### config.mk
export PLATFORM = sky130hd
export DESIGN_NAME = a1_scaler
export DESIGN_NICKNAME = d
export VERILOG_FILES = /design/src/rtl/a1_scaler_pkg.sv /design/src/rtl/a1_scaler_edge.sv /design/src/rtl/a1_scaler.sv
export SDC_FILE = /design/constraint.sdc
export NUM_CORES = 1
export LEC_CHECK = 0
export CAP_MARGIN = 10
export CORE_ASPECT_RATIO = 1.75
export CORE_MARGIN = 2
export CORE_UTILIZATION = 48
export CTS_BUF_LIST = sky130_fd_sc_hd__clkbuf_8
export CTS_CLUSTER_SIZE = 24
export DETAILED_ROUTE_END_ITERATION = 8
export PLACE_DENSITY = 0.81
export REMOVE_ABC_BUFFERS = 1
export SLEW_MARGIN = 10
export SYNTH_ARGS = -nofsm -noshare
export SYNTH_HDL_FRONTEND = slang
export SYNTH_SLANG_ARGS = --single-unit
### constraint.sdc
create_clock -name SIM_CLK -period 2.2 [get_ports SIM_CLK]
set_clock_uncertainty 0.2 [all_clocks]
set_input_delay 0.22 -clock SIM_CLK [delete_from_list [all_inputs] [get_ports SIM_CLK]]
set_output_delay 0.22 -clock SIM_CLK [all_outputs]
set_load 0.01 [all_outputs]
### src/rtl/a1_scaler_pkg.sv
// Shared timing constants for the A1 scaler chain and its downstream consumers.
// Stage F(n) sits at bit (n-2) of the scaler's FS/FA/FB vectors.
package a1_scaler_pkg;

  localparam int          NSTG_DEF       = 32;
  localparam logic [15:0] FAIL_LIMIT_DEF = 16'd8192;

  function automatic int stage_idx(input int fnum);
    return fnum - 2;
  endfunction

  localparam int F05_IDX = stage_idx(5);
  localparam int F07_IDX = stage_idx(7);
  localparam int F09_IDX = stage_idx(9);
  localparam int F10_IDX = stage_idx(10);
  localparam int F12_IDX = stage_idx(12);
  localparam int F17_IDX = stage_idx(17);
  localparam int F18_IDX = stage_idx(18);

endpackage

### src/rtl/a1_scaler_edge.sv
// FS01 rising-edge detector plus the scaler-fail watchdog that raises SCAFAL
// when FS01 stops producing rising edges.
module a1_scaler_edge
  import a1_scaler_pkg::*;
#(
  parameter logic [15:0] FAIL_LIMIT = FAIL_LIMIT_DEF
) (
  input  logic clk,
  input  logic rst,
  input  logic fs01,
  output logic fs01_rise,
  output logic scafal
);

  logic        fs01_q;
  logic        armed;
  logic [15:0] wd;

  // armed blocks a spurious edge when FS01 is already high as reset releases:
  // a rise only counts once FS01 has been observed low.
  assign fs01_rise = fs01 & ~fs01_q & armed;

  always_ff @(posedge clk) begin
    if (rst) begin
      fs01_q <= 1'b0;
      armed  <= 1'b0;
      wd     <= 16'd0;
      scafal <= 1'b0;
    end else begin
      fs01_q <= fs01;
      armed  <= armed | ~fs01;
      if (fs01_rise)
        wd <= 16'd0;
      else if (wd < FAIL_LIMIT)
        wd <= wd + 16'd1;
      scafal <= ~fs01_rise & (wd == FAIL_LIMIT);
    end
  end

endmodule

### src/rtl/a1_scaler.sv
// A1 scaler: NSTG-bit binary count of FS01 rising edges (stages F02..F(NSTG+1))
// with per-stage rise (FA) and fall (FB) pulses and a scaler-fail alarm.
module a1_scaler
  import a1_scaler_pkg::*;
#(
  parameter logic [15:0] FAIL_LIMIT = FAIL_LIMIT_DEF,
  parameter int          NSTG       = NSTG_DEF
) (
  input  logic            SIM_CLK,
  input  logic            SIM_RST,
  input  logic            FS01,
  input  logic            SCLCLR,
  output logic [NSTG-1:0] FS,
  output logic [NSTG-1:0] FA,
  output logic [NSTG-1:0] FB,
  output logic            SCAFAL
);

  logic            fs01_rise;
  logic [NSTG-1:0] cnt_nxt;

  a1_scaler_edge #(
    .FAIL_LIMIT(FAIL_LIMIT)
  ) u_edge (
    .clk      (SIM_CLK),
    .rst      (SIM_RST),
    .fs01     (FS01),
    .fs01_rise(fs01_rise),
    .scafal   (SCAFAL)
  );

  assign cnt_nxt = FS + NSTG'(1);

  // FA/FB are registered alongside FS so each pulse lines up with the cycle
  // in which the new stage level first appears.
  always_ff @(posedge SIM_CLK) begin
    if (SIM_RST) begin
      FS <= '0;
      FA <= '0;
      FB <= '0;
    end else if (SCLCLR) begin
      FS <= '0;
      FA <= '0;
      FB <= '0;
    end else if (fs01_rise) begin
      FS <= cnt_nxt;
      FA <= ~FS & cnt_nxt;
      FB <= FS & ~cnt_nxt;
    end else begin
      FA <= '0;
      FB <= '0;
    end
  end

endmodule

==> impl_metrics.toml <==
[power]
power_density_nw_per_um2 = 653
power_leakage_nw = 2.66
p_sw_share_pct = 21.7
clock_power_share_pct = 46.2
seqPwrFrac_pct = 49.3
comb_power_share_pct = 4.5
ir_worst_vdd_mv = 0.455
p_int_w = 0.00338
power.switching_w = 0.000938

[placement]
gp_congestion = 0.817
portBuffers = 100
dpl_cell_area_um2 = 6170
dp.final_hpwl_um = 8310

[drt]
drt-total-wl_um = 11200
drcViolationCount = 0
firstDrtPassIters = 4
wl_per_cell_um = 14.8
vias = 3872
ant_nets = 0
vias_per_cell = 5.11
dr.first_iter.drc_count = 264

[finish]
ff_latch_area_um2 = 2300
nets = 688
stdcell_area_um2 = 6610
multiInputGateArea_um2 = 2360
syn2layout_area_growth_pct = 36.1
drive_gt1_share_pct = 10.6
diodes = 0
utilization_pct = 67.1
fillCellCount = 765

[synthesis]
ys_warn_count = 0
synthArstFlopShare_pct = 0
yosysSeqAreaShare_pct = 47.4
ys.flop_type = "dfxtp_1"
synth_area_um2 = 4860
synth_top_area_cell = "dfxtp_1"
synth_mux_area_share_pct = 1.24
ys_types = 34
synth-compound-area-share_pct = 6.39
synth_fa_ha_area_share_pct = 16.7
yosys_register_bits = 115
yosys.area_share.xor_xnor_pct = 0.541
synth_top_family_by_area = "simple AND/OR/NAND/NOR gates"
yosysMostFrequentCell = "dfxtp_1"
synth_top_area_share_pct = 47.4
synth_edf_count = 0
synthTopCellsByArea = "dfxtp_1, ha_1, and2_1, a211oi_1, nor2_1"
syn_area_per_cell_um2 = 9.83
syn_inst = 494
synth_simple_gate_area_share_pct = 23.0
synth_common_cells = "dfxtp_1, and2_1, ha_1, nor2_1, inv_1"

[sta]
final_max_slew_viol_count = 0
slew_headroom_pct = 71.0
finalSetupTns_ps = 0
fin_crit_ps = 2170
setup_violations = 0
max_freq_ghz = 0.461
worst_pin_slew_ps = 432
post-route-period-util_pct = 98.7
hold_viol_final = 0
rsz0062_at_grt = "true"

[clock_tree]
clk_pin_slew_ps = 70
htree_num_levels = 4
cts_tree = "done"
postCtsSetupBuffers = 0
clockRootBuffer = "clkbuf_8"
clk_latency_ps = 430
clkSinkCount = 115
clk_path_buf_depth = 2
cts_made_buffers = 17

[die]
dieArea_um2 = 11000
die_w_um = 80.0
fp.dieH_um = 137
num_rows = 48
top_level_ports = 101
core_um2 = 9850
floorplan.initialDensity_pct = 49.3

[critical_path]
required_ps = 2340
startpoint_type = "register"
arrival_ps = 2310
r2r_cells = 7
path_max_fanout = 11
cp-end-kind = "register"
path_class = "reg -> reg"

[grt]
grt_max_degree = 64
grt_pass1_vias = 3891
grt_pass1_wl_um = 18100
track_usage_pct = 21.5
grt_overflow_total = 0
antenna_found_initial = 0

[status]
outcome = "complete, no violations"

[worst_hold_path]
whs_path_depth = 2
hold_class = "in -> reg"

[job]
drv_cap = 0
-- sequential cells by signal, summed over array words and instances (netlist names) --
signal / cells
u_edge.fs01_q: 1
u_edge.armed: 1
FS: 32
u_edge.scafal: 1
FA: 32
FB: 32
u_edge.wd: 16
-- power by group through the flow --
stage / clock, W / combinational [W] / sequential, W
6_report: 0.00199 / 0.000195 / 0.00213
5_1_grt: 0.00213 / 0.000217 / 0.00213
4_1_cts: 0.00202 / 0.000196 / 0.00213
3_5_place_dp: 0 / 0.000192 / 0.00217
3_3_place_gp: 0 / 0.000185 / 0.00217
2_1_floorplan: 0 / 0.0000901 / 0.00218
-- critical path: stages, from the launching register on --
cell	delay, ps
dfxtp_1	360
nand3_1	150
inv_1	140
nand3_1	100
buf_4	190
nor4_1	410
ha_1	320
a211oi_1	200
-- cells by family (layout without fill, tap and decap cells) --
logic type,count (synthesis),count (layout)
fa+ha+maj,65,65
compound gates,43,43
mux,6,6
simple gates,201,201
buf+inv,61,199
xor+xnor,3,3
flops,115,115
-- cells in the final DEF, fill, tap and decap left out, types with 4 or more instances in the layout --
master / Yosys / layout
dfxtp_1: 115 / 115
and3_1: 5 / 5
and4_1: 4 / 4
nand2_1: 13 / 13
a21oi_1: 6 / 6
nor3_1: 12 / 10
buf_4: 0 / 26
clkdlybuf4s50_1: 0 / 100
and2_1: 65 / 65
ha_1: 65 / 65
inv_1: 38 / 41
nand3_1: 18 / 18
clkbuf_8: 0 / 20
o31ai_1: 4 / 4
a211oi_1: 31 / 31
mux2i_1: 6 / 6
nand4_1: 4 / 4
or3_1: 6 / 6
nor4_1: 15 / 13
or4_1: 4 / 4
nor2_1: 45 / 44
-- cell type report --
type	instances	share of cell area [%]
Sequential cell	115	34.8
Multi-Input combinational cell	318	35.6
Tap cell	125	2.37
Timing Repair Buffer	128	18.7
Inverter	39	2.21
Clock inverter	12	2.10
Clock buffer	20	4.16
-- per-stage QoR --
step	power [W]	hold WS, ps	cells	setup slack [ps]
6_report	0.00432	249	757	29.7
5_1_grt	0.00448	246	757	-120
4_1_cts	0.00434	231	757	28.4
3_5_place_dp	0.00237	264	725	21.6
3_3_place_gp	0.00236	245	725	128
2_1_floorplan	0.00227	89.1	472	-303
-- layer usage --
layer / wire length (um) / up-vias / part of all wire [%] / track usage, %
met3: 438 / 25 / 3.9 / 5.01
met4: 368 / 0 / 3.3 / 11.1
li1: - / 1929 / - / -
met1: 4200 / 1815 / 37 / 21.0
met2: 6230 / 103 / 55 / 40.7
met5: 0 / - / 0 / 0
-- worst paths after layout --
check,startpoint,end,slack (ps)
worst max-delay path,FS[1]$_SDFFE_PP0P_,FS[31]$_SDFFE_PP0P_,30
worst min-delay path,FS01,u_edge.armed$_SDFF_PP0_,250
worst max register to register,FS[1]$_SDFFE_PP0P_,FS[31]$_SDFFE_PP0P_,30
worst min register to register,u_edge.armed$_SDFF_PP0_,u_edge.armed$_SDFF_PP0_,270
-- repair_timing --
item	CTS	global route
setup endpoints to repair	1	10
hold buffers	0	0
gates resized for setup	1	3
Note: power is estimated with default switching activity, not from simulation.
